[config.mk]
export PLATFORM = sky130hd
export DESIGN_NAME = gap_channel_sequencer
export DESIGN_NICKNAME = d
export VERILOG_FILES = /design/src/rtl/gap_channel_sequencer_pkg.sv /design/src/rtl/gap_channel_sequencer_out_reg.sv /design/src/rtl/gap_channel_sequencer.sv
export SDC_FILE = /design/constraint.sdc
export NUM_CORES = 1
export LEC_CHECK = 0
export CORE_AREA = 5 5 99 101
export DETAILED_ROUTE_END_ITERATION = 12
export DIE_AREA = 0 0 104 106
export PLACE_DENSITY = 0.82
export SYNTH_ARGS = -nofsm -noshare
export SYNTH_HDL_FRONTEND = slang
export SYNTH_HIERARCHICAL = 1
export SYNTH_SLANG_ARGS = --single-unit
[constraint.sdc]
create_clock -name clock -period 5.45 [get_ports clock]
set_input_delay 0.8175 -clock clock [delete_from_list [all_inputs] [get_ports clock]]
set_output_delay 0.8175 -clock clock [all_outputs]
set_load 0.005 [all_outputs]
[src/rtl/gap_channel_sequencer_pkg.sv]
// Shared types and constants for the global-average-pooling channel sequencer.
package gap_pkg;

  typedef enum logic [2:0] {
    IDLE,
    CLEAR,
    FEED,
    WAIT,
    EMIT,
    FINISH
  } gap_seq_state_e;

  // Points per channel of the final 7x7 feature map; must match the avg_pool divisor.
  localparam int GAP_POINTS_PER_CH = 49;

  // Counter width able to hold 0..n-1; never narrower than one bit.
  function automatic int gap_cnt_w(input int n);
    return (n > 1) ? $clog2(n) : 1;
  endfunction

endpackage

[src/rtl/gap_channel_sequencer_out_reg.sv]
// One-entry valid/ready holding register for a channel average and its channel index.
module gap_out_reg #(
  parameter int DATA_WIDTH = 32,
  parameter int CH_WIDTH   = 10
) (
  input  logic                  i_clk,
  input  logic                  i_rst,
  input  logic                  i_load,
  input  logic [DATA_WIDTH-1:0] i_data,
  input  logic [CH_WIDTH-1:0]   i_channel,
  input  logic                  i_ready,
  output logic                  o_valid,
  output logic [DATA_WIDTH-1:0] o_data,
  output logic [CH_WIDTH-1:0]   o_channel
);

  logic                  r_valid;
  logic [DATA_WIDTH-1:0] r_data;
  logic [CH_WIDTH-1:0]   r_channel;

  // Capture on load, hold payload stable until the downstream handshake.
  always_ff @(posedge i_clk or posedge i_rst) begin
    if (i_rst) begin
      r_valid   <= 1'b0;
      r_data    <= '0;
      r_channel <= '0;
    end else if (i_load) begin
      r_valid   <= 1'b1;
      r_data    <= i_data;
      r_channel <= i_channel;
    end else if (r_valid && i_ready) begin
      r_valid   <= 1'b0;
    end
  end

  assign o_valid   = r_valid;
  assign o_data    = r_data;
  assign o_channel = r_channel;

endmodule

[src/rtl/gap_channel_sequencer.sv]
// Global average pooling sequencer: streams POINTS_PER_CH points per channel from
// feature memory into avg_pool, waits for each average and hands it downstream.
// Optional macro GAP_SEQ_TIMEOUT_EN adds a WAIT watchdog of TIMEOUT_CYC cycles.
module gap_channel_sequencer
  import gap_pkg::*;
#(
  parameter int DATA_WIDTH    = 32,
  parameter int ADDR_WIDTH    = 16,
  parameter int NUM_CH        = 1024,
  parameter int POINTS_PER_CH = GAP_POINTS_PER_CH
`ifdef GAP_SEQ_TIMEOUT_EN
  , parameter int TIMEOUT_CYC = 256
`endif
) (
  input  logic                            clock,
  input  logic                            reset,
  input  logic                            start,
  output logic                            busy,
  output logic                            done,
  output logic                            err,
  output logic                            mem_rd_en,
  output logic [ADDR_WIDTH-1:0]           mem_rd_addr,
  input  logic [DATA_WIDTH-1:0]           mem_rd_data,
  output logic                            pool_clear,
  output logic [DATA_WIDTH-1:0]           pool_point_data,
  output logic                            pool_point_valid,
  input  logic                            pool_done,
  input  logic [DATA_WIDTH-1:0]           pool_average,
  output logic                            out_valid,
  input  logic                            out_ready,
  output logic [DATA_WIDTH-1:0]           out_data,
  output logic [gap_cnt_w(NUM_CH)-1:0]    out_channel
);

  localparam int CH_W = gap_cnt_w(NUM_CH);
  localparam int P_W  = gap_cnt_w(POINTS_PER_CH);

  gap_seq_state_e        r_state, w_next;
  logic [ADDR_WIDTH-1:0] r_addr;
  logic [CH_W-1:0]       r_ch;
  logic [P_W-1:0]        r_p;
  logic                  r_err;
  logic                  r_pt_valid;
  logic                  w_last_p, w_last_ch, w_hs, w_load, w_timeout, w_accept;

  assign w_last_p  = (r_p == P_W'(POINTS_PER_CH - 1));
  assign w_last_ch = (r_ch == CH_W'(NUM_CH - 1));
  assign w_hs      = out_valid && out_ready;
  assign w_load    = (r_state == WAIT) && pool_done;
  assign w_accept  = (r_state == IDLE) && start;

`ifdef GAP_SEQ_TIMEOUT_EN
  localparam int TO_W = gap_cnt_w(TIMEOUT_CYC);
  logic [TO_W-1:0] r_to_cnt;

  // Watchdog counts consecutive WAIT cycles; restarts on every entry to WAIT.
  always_ff @(posedge clock or posedge reset) begin
    if (reset)                 r_to_cnt <= '0;
    else if (r_state != WAIT)  r_to_cnt <= '0;
    else                       r_to_cnt <= r_to_cnt + 1'b1;
  end

  assign w_timeout = (r_state == WAIT) && !pool_done && (r_to_cnt == TO_W'(TIMEOUT_CYC - 1));
`else
  assign w_timeout = 1'b0;
`endif

  // State register.
  always_ff @(posedge clock or posedge reset) begin
    if (reset) r_state <= IDLE;
    else       r_state <= w_next;
  end

  // Next-state and strobe outputs.
  always_comb begin
    w_next     = r_state;
    busy       = 1'b0;
    done       = 1'b0;
    pool_clear = 1'b0;
    mem_rd_en  = 1'b0;
    case (r_state)
      IDLE:   if (start) w_next = CLEAR;
      CLEAR: begin
        busy       = 1'b1;
        pool_clear = 1'b1;
        w_next     = FEED;
      end
      FEED: begin
        busy      = 1'b1;
        mem_rd_en = 1'b1;
        if (w_last_p) w_next = WAIT;
      end
      WAIT: begin
        busy = 1'b1;
        if (pool_done) begin
          w_next = EMIT;
        end else if (w_timeout) begin
          pool_clear = 1'b1;
          w_next     = IDLE;
        end
      end
      EMIT: begin
        busy = 1'b1;
        if (w_hs) w_next = w_last_ch ? FINISH : FEED;
      end
      FINISH: begin
        done   = 1'b1;
        w_next = IDLE;
      end
      default: w_next = IDLE;
    endcase
  end

  // Address, channel and point counters; address steps by one so no ch*P multiply is needed.
  always_ff @(posedge clock or posedge reset) begin
    if (reset) begin
      r_addr <= '0;
      r_ch   <= '0;
      r_p    <= '0;
    end else if (w_accept || r_state == CLEAR) begin
      r_addr <= '0;
      r_ch   <= '0;
      r_p    <= '0;
    end else if (r_state == FEED) begin
      r_addr <= r_addr + 1'b1;
      r_p    <= w_last_p ? '0 : r_p + 1'b1;
    end else if (r_state == EMIT && w_hs && !w_last_ch) begin
      r_ch   <= r_ch + 1'b1;
      r_p    <= '0;
    end
  end

  // Sticky error: stray pool_done or watchdog expiry sets it, an accepted start clears it.
  always_ff @(posedge clock or posedge reset) begin
    if (reset)                              r_err <= 1'b0;
    else if (pool_done && r_state != WAIT)  r_err <= 1'b1;
    else if (w_timeout)                     r_err <= 1'b1;
    else if (w_accept)                      r_err <= 1'b0;
  end

  // Read data returns one cycle after the strobe; delay the strobe to qualify it.
  always_ff @(posedge clock or posedge reset) begin
    if (reset) r_pt_valid <= 1'b0;
    else       r_pt_valid <= mem_rd_en;
  end

  assign err              = r_err;
  assign mem_rd_addr      = r_addr;
  assign pool_point_valid = r_pt_valid;
  // Gated so the point bus reads 0 whenever no point is in flight.
  assign pool_point_data  = r_pt_valid ? mem_rd_data : '0;

  gap_out_reg #(
    .DATA_WIDTH (DATA_WIDTH),
    .CH_WIDTH   (CH_W)
  ) u_out_reg (
    .i_clk     (clock),
    .i_rst     (reset),
    .i_load    (w_load),
    .i_data    (pool_average),
    .i_channel (r_ch),
    .i_ready   (out_ready),
    .o_valid   (out_valid),
    .o_data    (out_data),
    .o_channel (out_channel)
  );

endmodule

==> flow_results.org, run 1 <==
** Placement
- Placer's final routability congestion estimate :: about 0.8
- Detailed placement ended at an HPWL of 7.69 mm.
- During placement, the flow inserted port buffers numbering about 170.

** Timing
- Number of hold violations in the final report :: 0
- Final cycle utilization of the critical path :: ~53%
- Post-layout min period :: 2.90 ns
- Setup violations remaining at the end of the flow were counted as 0.
- Static timing analysis puts the maximum clock frequency at approximately 340 MHz.
- Unrepaired setup endpoints after global routing :: no
- The number of pins exceeding their max-slew limit in the final report was 0.
- Headroom to the max-slew limit came out at roughly half.
- Measured slew at the worst slew-check pin :: between 0.7 and 0.8 ns
- Worst Skew :: 0.0105 ns
- In the final timing run, aggregate negative setup slack is 0 ns.

** Global routing
- Global Route Usage Sum :: between 15 and 20%
- Antenna violations before repair :: 0
- The first global-routing pass estimated 17.2 mm of wire.
- Entering global routing, the biggest net connects 45 pins.
- The total overflow left after global routing is 0.
- The number of global-route vias before repair is roughly 3300.

** Power
- Total chip power :: roughly 2.4 mW
- Static leakage :: between 2 and 3 nW
- Share of total power in the clock network :: 17.5%
- Power density over cell area :: 407 nW/um2
- Internal power comes to 1.67 mW.
- Sequential Power Share :: 37.6%
- Across the VDD grid, the largest voltage drop is around 0.24 mV.
- Net switching is 30.5% of the power.
- Net Switching :: approximately 730 uW
- Combinational cell fraction of total power :: approximately 45%

** Worst setup path
- Startpoint type of the worst setup path :: flip-flop
- Crit path max-delay cell type :: sky130_fd_sc_hd__dfrtp_1
- Max stage delay on crit path :: ~0.54 ns
- The setup path with the least slack is of type flip-flop to output pin.
- Crit path cell chain :: or3b_4 > inv_2 > clkdlybuf4s50_1
- At the worst endpoint, the required time is 4.63 ns.
- Length in cells of the worst reg-to-reg path :: 5
- Along the worst path, the maximum fanout reaches 15.
- Data arrives at the worst endpoint at approximately 2.1 ns.
- STA classifies the critical path endpoint as an output pin.

** Clock network
- CTS tree :: done
- No sink is reached through more buffers than the 2 on the longest clock path.
- Number of buffers created by CTS :: 9
- After clock tree synthesis, the clock-pin slew on the worst setup and hold paths is 0.08 ns.
- In this run, post-CTS repair resized a total of 0 instances.
- Source-to-sink clock delay at the later pin of the worst-skew pair :: ~0.34 ns
- Maximum level of the CTS H-tree :: 3
- For this design, the CTS-stage hold fixing added 0 buffers.
- Clock tree synthesis found a total of 80 sinks.
- The root buffer cell chosen for the clock tree is sky130_fd_sc_hd__clkbuf_8.
- The number of setup buffers added after CTS is 0.

** Die
- The floorplan has 35 rows.
- Boundary Pins :: ~170
- After floorplanning, the core was sized to cover between 8000 and 9000 um2.
- Die footprint :: between 10000 and 15000 um2
- Effective utilization at floorplan :: 45.1%
- The die is roughly 100 um wide.
- Y dimension of the die :: ~110 um

** Route
- First-pass detailed-route iteration total :: 4
- Number of vias in the routed layout :: approximately 3200
- Post-detailed-route DRC marker count :: 0
- ANT nets after route :: 0
- Dividing the detail-routed via count by the number of cells gives between 5 and 6.
- Total Wirelength :: 10.3 mm
- Average wire per standard cell :: between 15 and 20 um
- In this run, the number of DRC markers left after iteration 0 of detailed routing was between 150 and 200.

** Synthesis
- Portion of synthesized cell area occupied by the leading cell type :: 49.7%
- Combined area of all synthesized cells :: approximately 4000 um2
- After synthesis, the share of flip-flops with an asynchronous set or reset is 100%.
- The cell count after synthesis came out at ~340.
- Number of synthesized flops with an enable pin :: 0
- YS warnings :: 6
- Register bit total from synthesis :: 80
- Main area contributors after synthesis :: sky130_fd_sc_hd__dfrtp_1, sky130_fd_sc_hd__mux2_4, sky130_fd_sc_hd__and2_1
- Post-Syn Nets :: just over 400
- Netlist cell types :: 54
- For this run, the leading register cell type out of synthesis is sky130_fd_sc_hd__dfrtp_1.
- The share of the Yosys chip area taken by registers is 49.7%.
- Post-synthesis average cell area :: 12.0 um2
- Summed over all instances, the cell type with the most area after synthesis is sky130_fd_sc_hd__dfrtp_1.

** Cells and area
- The number of antenna diodes in the final layout is 0.
- From synthesis to final layout, the design area changed by 46.5%.
- Final-stage net count :: between 500 and 600
- Share of cells above drive strength 1 :: 13.7%

** Outcome
- The run finished with clean final reports.

** Worst hold path
- Along the worst hold path, the cell count comes to 1.
- Hold/Removal Path Class :: flip-flop to flip-flop

** Run
- Max cap viols :: 0
[final timing paths]
path | startpoint | to | slack (ns)
hold reg to reg | u_out_reg/o_data[5] | u_out_reg/o_data[5] | 0.51
setup reg to reg | r_state[0] | mem_rd_addr[15] | 3.30
min in group asynchronous | reset | mem_rd_addr[9] | 0.93
max in group asynchronous | reset | u_out_reg/o_data[15] | 4.14
hold / removal | u_out_reg/o_data[5] | u_out_reg/o_data[5] | 0.51
setup / recovery | r_state[0] | mem_rd_en | 2.55
[area by class of cell]
cell class	count	area, um2
fillers	720	3040
repair buffers	168	1670
well taps	111	139
flip-flops and latches	80	2000
inverters	12	45.0
clock inverters	5	56.3
clock buffers	11	131
multi-input cells	229	1850
[metrics by stage]
step           utilization (%)  area [um2]  instances  hold WS [ns]  worst slack, ns
3_5_place_dp              63.9        5710        600         0.492             2.65
3_3_place_gp              63.9        5710        600         0.490             2.71
4_1_cts                   66.0        5900        616         0.514             2.53
6_report                  66.0        5900        616         0.509             2.55
2_1_floorplan                -        4030        335         0.502             3.46
5_1_grt                   66.0        5900        616         0.530             2.45
[flip-flops by register name, indices dropped and copies added (netlist names)]
register             count
r_state                  3
mem_rd_addr             16
r_ch                    10
u_out_reg/o_valid        1
u_out_reg/o_channel     10
err                      1
r_p                      6
u_out_reg/o_data        32
pool_point_valid         1
[metal layers]
| layer | up-vias | routed length [um] | track usage [%] |
|---|---|---|---|
| li1 | 1529 | - | - |
| met1 | 1587 | 4650 | 25.1 |
| met4 | 0 | 27 | 3.05 |
| met5 | - | 0 | 0 |
| met2 | 99 | 5210 | 31.1 |
| met3 | 3 | 464 | 4.37 |
[cells by family (layout without fill, tap and decap cells)]
kind of cell | count (synthesis) | count (layout) | share of synthesized area (%)
buf+inv | 26 | 196 | 4.44
mux | 44 | 44 | 15.9
fa+ha+maj | 4 | 4 | 1.24
flops | 80 | 80 | 49.7
xor+xnor | 11 | 11 | 2.39
simple gates | 120 | 120 | 17.6
compound gates | 50 | 50 | 8.67
[power by group through the flow]
stage                     Sequential (mW)  Clock [mW]  Combinational (mW)
after detailed placement            0.912           0                1.08
final                               0.901       0.419                1.08
after CTS                           0.902       0.431                1.09
after global placement              0.894           0                1.06
after global routing                0.933       0.456                1.16
after floorplan                     0.870           0               0.585
[synthesized netlist by cell type, types with 2 or more instances]
cell type / count
sky130_fd_sc_hd__ha_1: 4
sky130_fd_sc_hd__mux2_4: 39
sky130_fd_sc_hd__nand2b_1: 2
sky130_fd_sc_hd__nand2_1: 11
sky130_fd_sc_hd__a22o_1: 3
sky130_fd_sc_hd__nor2_1: 16
sky130_fd_sc_hd__a221o_1: 2
sky130_fd_sc_hd__and2_1: 35
sky130_fd_sc_hd__or4_1: 4
sky130_fd_sc_hd__nand4_1: 9
sky130_fd_sc_hd__a31oi_1: 5
sky130_fd_sc_hd__mux2_2: 4
sky130_fd_sc_hd__and3_1: 6
sky130_fd_sc_hd__xor2_1: 7
sky130_fd_sc_hd__and4_1: 2
sky130_fd_sc_hd__or3_1: 6
sky130_fd_sc_hd__nand3_1: 10
sky130_fd_sc_hd__buf_6: 2
sky130_fd_sc_hd__xnor2_1: 4
sky130_fd_sc_hd__o31ai_1: 6
sky130_fd_sc_hd__buf_12: 4
sky130_fd_sc_hd__dfrtp_1: 80
sky130_fd_sc_hd__and2b_1: 2
sky130_fd_sc_hd__inv_1: 11
sky130_fd_sc_hd__nor2b_1: 2
sky130_fd_sc_hd__o211ai_1: 5
sky130_fd_sc_hd__o21ai_0: 7
sky130_fd_sc_hd__a21oi_1: 10
sky130_fd_sc_hd__clkbuf_1: 6
sky130_fd_sc_hd__nor3_1: 6
sky130_fd_sc_hd__a21o_1: 2
[worst max-delay path: cells and delay by family (launching register included)]
| family | cells | cell delay [ns] |
|---|---|---|
| simple gates | 1 | 0.49 |
| flops | 1 | 0.54 |
| buf+inv | 2 | 0.72 |
[cells in the final DEF, fill, tap and decap left out, drive strengths merged, types with 3 or more instances in the layout]
cell type,netlist,layout
buf,8,3
or3,6,6
o211ai,5,5
xnor2,4,4
o31ai,6,6
and2,35,35
clkdlybuf4s50,0,165
and3,6,6
or4,5,5
mux2,43,43
nor3,6,6
clkbuf,6,11
dfrtp,80,80
ha,4,4
inv,12,12
nand3,10,10
a21oi,10,10
nand4,9,9
a31oi,5,5
xor2,7,7
or3b,3,3
o21ai,8,8
nand2,11,11
clkinv,0,3
nor2,16,16
a22o,3,3
Power figures use the tool's default switching activity.
==> run 2, diff against run 1 <==
Settings changed: CORE_AREA 5 5 99 101 to 5 5 108 110, DIE_AREA 0 0 104 106 to 0 0 113 115, PLACE_DENSITY 0.82 to 0.73.
Clock period 5.45 ns to 2.35 ns, I/O delays scaled along.
==> flow_results.org, run 2 (synthesis gave the netlist of run 1 again) <==
** Power
- The design internal power is 4.06 mW (+140%).
- Power density over cell area :: 967 nW/um2 (+140%)
- The post-layout total power is 5.84 mW (+140%).
- Static leakage :: 2.55 nW (+1.7%)
- Share of total power in the clock network :: 18.9% (+1.4 points)
- The net switching share of the total power was 30.5% (+0.067 points).
- The peak ir drop on the vdd network is 0.502 mV (+110%).
- Sequential Power Share :: 35.1% (-2.5 points)
- Combinational cell fraction of total power :: 45.9% (+1.0 points)
- The power dissipated by switching net loads was 1.78 mW (+140%).

** Clock network
- Maximum level of the CTS H-tree :: 3 (unchanged)
- Clock-pin slew on the worst setup and hold paths :: 0.08 ns (about the same)
- Clock Tree Buf Depth :: 2 (unchanged)
- The number of sinks on the clock net came to 80 (unchanged).
- CTS placed an instance of sky130_fd_sc_hd__clkbuf_8 at the clock tree root.
- Source-to-sink clock delay at the later pin of the worst-skew pair :: 0.36 ns (+0.02 ns)
- Number of buffers created by CTS :: 9 (unchanged)
- TritonCTS built the clock tree.

** Timing
- Setup repair after global routing left no endpoint under its margin.
- The number of hold violations in the final report came to 0 (unchanged).
- Final worst hold slack :: 0.301 ns (-0.208 ns)
- Setup slack after layout :: 0.0734 ns (-2.47 ns)
- Fmax achieved :: 439 MHz
- Post-layout min period :: 2.28 ns
- The number of pins exceeding their max-slew limit in the final report came to 0 (unchanged).
- The slew of the pin with the lowest slew margin is 0.562 ns (-0.211 ns).
- The worst-case clock skew came to 0.00875 ns (-0.00175 ns).
- Final setup violating endpoints :: 0 (unchanged)
- The sum of negative setup slack came to 0 ns (unchanged).
- The worst-case headroom to the max-slew limit was 62.4% (+14 points).
- Final cycle utilization of the critical path :: ~97%

** Placement
- The number of cells in the design after placement is 633 (+5.5%).
- Dpl ws :: 0.230 ns (-2.42 ns)
- Placed instance area :: 5800 um2 (+1.6%)
- Half-perimeter wire length of the detailed placement result :: 8.52 mm (+11%)
- The placer congestion estimate came to 0.859 (+4.3%).
- The total of buffers placed on input and output ports is 165 (unchanged).

** Die
- The standard-cell row count was 38 (+8.6%).
- The placeable core region was 10600 um2 (+19%).
- The width of the die was 113 um (+8.7%).
- The starting utilization of the core area was 38.0% (-7.1 points).
- The die outline area came to 13000 um2 (+18%).
- Boundary Pins :: 166 (unchanged)
- Y dimension of the die :: 115 um (+8.5%)

** Worst setup path
- Startpoint type of the worst setup path :: flip-flop
- Data arrival at the endpoint of the critical path :: 1.92 ns (-0.17 ns)
- Required time reported for the critical path endpoint :: 2.00 ns (-2.63 ns)
- The worst-path maximum fanout was 11 (-4).
- The setup path with the least slack is of type flip-flop to output pin.
- Startpoint of the most critical register-to-register path :: r_state[0]
- The worst setup path is captured at an output pin.
- Crit Reg-Reg Endpoint :: r_p[2]
- The cell count of the worst reg-to-reg path is 5 (unchanged).
- The minimum setup slack among reg-to-reg paths came to 0.25 ns (-3.05 ns).

** Cells and area
- Summed area of non-filler cells in the final layout :: 6040 um2 (+2.4%)
- In the layout the commonest cells are sky130_fd_sc_hd__clkdlybuf4s50_1, sky130_fd_sc_hd__dfrtp_1, sky130_fd_sc_hd__mux2_4.
- The number of fillers in the final layout was 888 (+23%).
- The number of flip-flops under the largest register name came to 32 (unchanged).
- Commonest non-fill, non-tap cell in the layout :: sky130_fd_sc_hd__clkdlybuf4s50_1
- The final net count was 580 (+1.2%).
- The post-layout instance count excluding filler cells was 651 (+5.7%).
- Area growth, synth to finish :: 50.0%
- The core occupancy in the finished layout is 56.9% (-9.1 points).
- Share of cells above drive strength 1 :: 15.7% (+2.0 points)
- The final antenna diode count came to 0 (unchanged).

** Global routing
- The global-route wire length before repair was 17.6 mm (+2.3%).
- The number of antenna violations at the first check in global routing is 0 (unchanged).
- The leftover overflow at the end of global routing was 0 (unchanged).
- Global Route Usage Sum :: 17.0% (-1.6 points)
- Pin count of the biggest net entering global routing :: 45 (unchanged)
- Via count of the first global-routing pass :: 3345 (+2.4%)

** Route
- ANT nets after route :: 0 (unchanged)
- Total Wirelength :: 11.2 mm (+8.6%)
- The routed wire length per instance is 17.3 um (+2.8%).
- The via count of the routed design came to 3254 (+1.1%).
- First-pass detailed-route iteration total :: 4 (unchanged)
- The starting DRC count in detailed routing is 146 (-24%).
- Post-detailed-route via-to-cell ratio :: 5.00 (-4.3%)
- Post-detailed-route DRC marker count :: 0 (unchanged)

** Worst hold path
- Hold/Removal Path Class :: input pin to async pin

** Run
- The total of max-cap violations came to 0 (unchanged).

** Outcome
- The run finished with clean final reports.
[run 2: cell types whose count changed in the layout (fill, tap and decap cells not counted), sizes merged]
cell      change
clkinvlp      +2
clkinv        -3
bufinv        +1
clkbuf        -1
buf           +7
[run 2: area by class of cell]
type | instances | area (um2) | area share (%)
flip-flops and latches | 80 | 2010 | 33.2
repair buffers | 175 | 1750 | 29.0
well taps | 140 | 175 | 2.90
multi-input cells | 229 | 1850 | 30.6
clock inverters | 5 | 82.6 | 1.37
inverters | 12 | 45.0 | 0.746
clock buffers | 10 | 128 | 2.11
[run 2: how the worst max path moves through the flow]
| stage | from | to | slack [ns] | cells past startpoint |
|---|---|---|---|---|
| after detailed placement | out_ready | r_p[2] | 0.23 | 5 |
| final | r_state[0] | mem_rd_en | 0.07 | 3 |
| after CTS | r_state[1] | mem_rd_en | 0.001 | 3 |
| after floorplan | r_state[1] | r_ch[5] | 0.44 | 5 |
| after global routing | r_state[2] | mem_rd_en | 0.002 | 3 |
| after global placement | out_ready | r_p[2] | 0.28 | 5 |
[run 2: power by group through the flow]
| stage | clock, mW | sequential [mW] | combinational (mW) |
|---|---|---|---|
| floorplan | 0 | 2.02 | 1.36 |
| global placement | 0 | 2.06 | 2.62 |
| detailed placement | 0 | 2.08 | 2.67 |
| CTS | 1.14 | 2.06 | 2.69 |
| global route | 1.20 | 2.11 | 2.88 |
| finish | 1.10 | 2.05 | 2.68 |
[run 2: routing by layer]
metal / wire, um / global-route usage [%] / share of wire (%)
met5: 0 / 0 / 0
met4: 195 / 6.73 / 1.7
met3: 853 / 4.89 / 7.6
met2: 5700 / 30.5 / 51
met1: 4490 / 19.2 / 40
[run 2: worst max-delay path, stage by stage (launching register included)]
cell and delay (ns):
sky130_fd_sc_hd__dfrtp_2 0.49, sky130_fd_sc_hd__or3b_4 0.45, sky130_fd_sc_hd__inv_2 0.11, sky130_fd_sc_hd__clkdlybuf4s50_1 0.52
[run 2: repair_timing]
| item | 4_1_cts | 5_1_grt |
|---|---|---|
| hold buffers | 0 | 0 |
| buffers inserted | 0 | 3 |
| setup endpoints to repair | 1 | 1 |
| resized for setup | 1 | 2 |
==> patch (settings of run 2) <==
Set the parameter `ADDR_WIDTH` to 15 (it was 16).
--- a/src/rtl/gap_channel_sequencer.sv
+++ b/src/rtl/gap_channel_sequencer.sv
@@ -5,7 +5,7 @@
   import gap_pkg::*;
 #(
   parameter int DATA_WIDTH    = 32,
-  parameter int ADDR_WIDTH    = 16,
+  parameter int ADDR_WIDTH    = 15,
   parameter int NUM_CH        = 1024,
   parameter int POINTS_PER_CH = GAP_POINTS_PER_CH
 `ifdef GAP_SEQ_TIMEOUT_EN
Ports: changed (resized mem_rd_addr); port bits go from 166 to 165. The function was not compared with the original's and may differ.
==> patch against run 2 <==
Area after synthesis shrank 1.0%. Critical endpoint unchanged. Highest routed layer unchanged. Maximum frequency fell by 1.2%. Setup slack worse by 0.028 ns. Largest cell class unchanged. Sequential cell count fell by 1. Total power down 2.3%. Count of clock-buffer cells in the layout is 1 lower. Cell area down 1.3%. Wire length fell by 7.4%. Critical path type unchanged. Clock skew decreased by 0.00096 ns.
==> patch: results <==
{
  "outcome": "finished clean",
  "grt_max_degree": 37,
  "clock_latency_ns": 0.35,
  "io_buffers": 164,
  "post-dp-hpwl_um": 8080,
  "cts.clk_slew.worst_paths_ns": 0.09,
  "yosys.area.top_type": "dfrtp_1",
  "first_pass_iters": 4,
  "cts_root_buf": "clkbuf_8",
  "drtIter0Drc": 136,
  "vias_per_cell": 4.85,
  "largest_reg_flops": 32,
  "critical-path-top-delay-family": "buffers and inverters",
  "clock_skew_ns": 0.00779,
  "critPathSlowestCell": "clkdlybuf4s50_1",
  "hp-class": "in -> async",
  "ctsHtreeMaxLevel": 3,
  "ys_warn_count": 6,
  "routed_wirelength_um": 10400,
  "critPathMaxFanout": 14,
  "drive_above_1_share": 0.154,
  "slew_headroom": 0.683,
  "antenna_cells": 0,
  "gp_congestion": 0.834,
  "critPathMaxStageDelay_ns": 0.54,
  "synthTopCellsByArea": "dfrtp_1, mux2_4, and2_1, buf_12, nor2_1",
  "fin_nets": 576,
  "swShare": 0.313,
  "cts_buffers": 9,
  "peakVddDrop_mv": 0.472,
  "ys_seq_area_frac": 0.496,
  "synth_commonest_cells": "dfrtp_1, mux2_4, and2_1",
  "syn-num-nets": 409,
  "antenna_found_initial": 0,
  "ys_types": 50,
  "synthArstFlopShare": 1.00,
  "track_usage": 0.158,
  "crit_arrival_ns": 1.95,
  "grt_pass1_wl_um": 16600,
  "clockBufferDepth": 2,
  "p_leak_uw": 0.00251,
  "grt_pass1_vias": 3212
}
patch: worst paths after layout:
path	from	endpoint	slack, ns	cells after the start
min in group clock	u_out_reg/o_data[26]	u_out_reg/o_data[26]	0.51	1
hold reg to reg	u_out_reg/o_data[26]	u_out_reg/o_data[26]	0.51	1
hold / removal	reset	u_out_reg/o_data[24]	0.29	2
max in group asynchronous	reset	pool_point_valid	1.55	3
setup reg to reg	r_state[0]	mem_rd_addr[14]	0.34	5
setup / recovery	r_state[0]	mem_rd_en	0.05	3
patch: metrics by stage:
step                hold WS, ns  setup WS, ns  instances  cell area, um^2  total power [uW]
floorplan                 0.462         0.453        336             3980              3330
global placement          0.490         0.329        632             5740              4610
detailed placement        0.492         0.306        632             5740              4690
CTS                       0.299        0.0393        648             5950              5760
global route              0.345       0.00313        648             5960              6050
finish                    0.291        0.0451        648             5960              5700
patch: metal layers:
layer,track usage,share of wire
met2,0.283,0.54
met3,0.0295,0.043
met5,0,0
met1,0.196,0.41
met4,0.0393,0.011
patch: what timing repair did:
item                       in CTS  in global routing
setup buffers                   0                  0
setup endpoints to repair       1                 19
gates resized for setup         4                  1
patch: kinds of logic (layout without fill, tap and decap cells):
family	Yosys count	count (layout)	share of synthesized area
buffers and inverters	27	199	0.0477
AND/OR/NAND/NOR	125	125	0.180
flip-flops	79	79	0.496
XOR/XNOR	10	10	0.0220
adder cells (fa/ha/maj)	4	4	0.0126
AO/OA/AOI/OAI	46	46	0.0788
multiplexers	45	45	0.163
patch: area by class of cell:
class | instances | area (um^2)
Timing Repair Buffer | 172 | 1730
Clock inverter | 7 | 80.1
Tap cell | 140 | 175
Inverter | 11 | 41.3
Multi-Input combinational cell | 230 | 1830
Sequential cell | 79 | 1980
Fill cell | 867 | 4650
Clock buffer | 9 | 124
patch: power by group through the flow:
| stage | Combinational (uW) | Sequential [uW] | Clock [uW] |
|---|---|---|---|
| 6_report | 2590 | 2080 | 1040 |
| 5_1_grt | 2780 | 2150 | 1120 |
| 4_1_cts | 2630 | 2080 | 1060 |
| 3_5_place_dp | 2600 | 2090 | 0 |
| 3_3_place_gp | 2550 | 2060 | 0 |
| 2_1_floorplan | 1330 | 2000 | 0 |
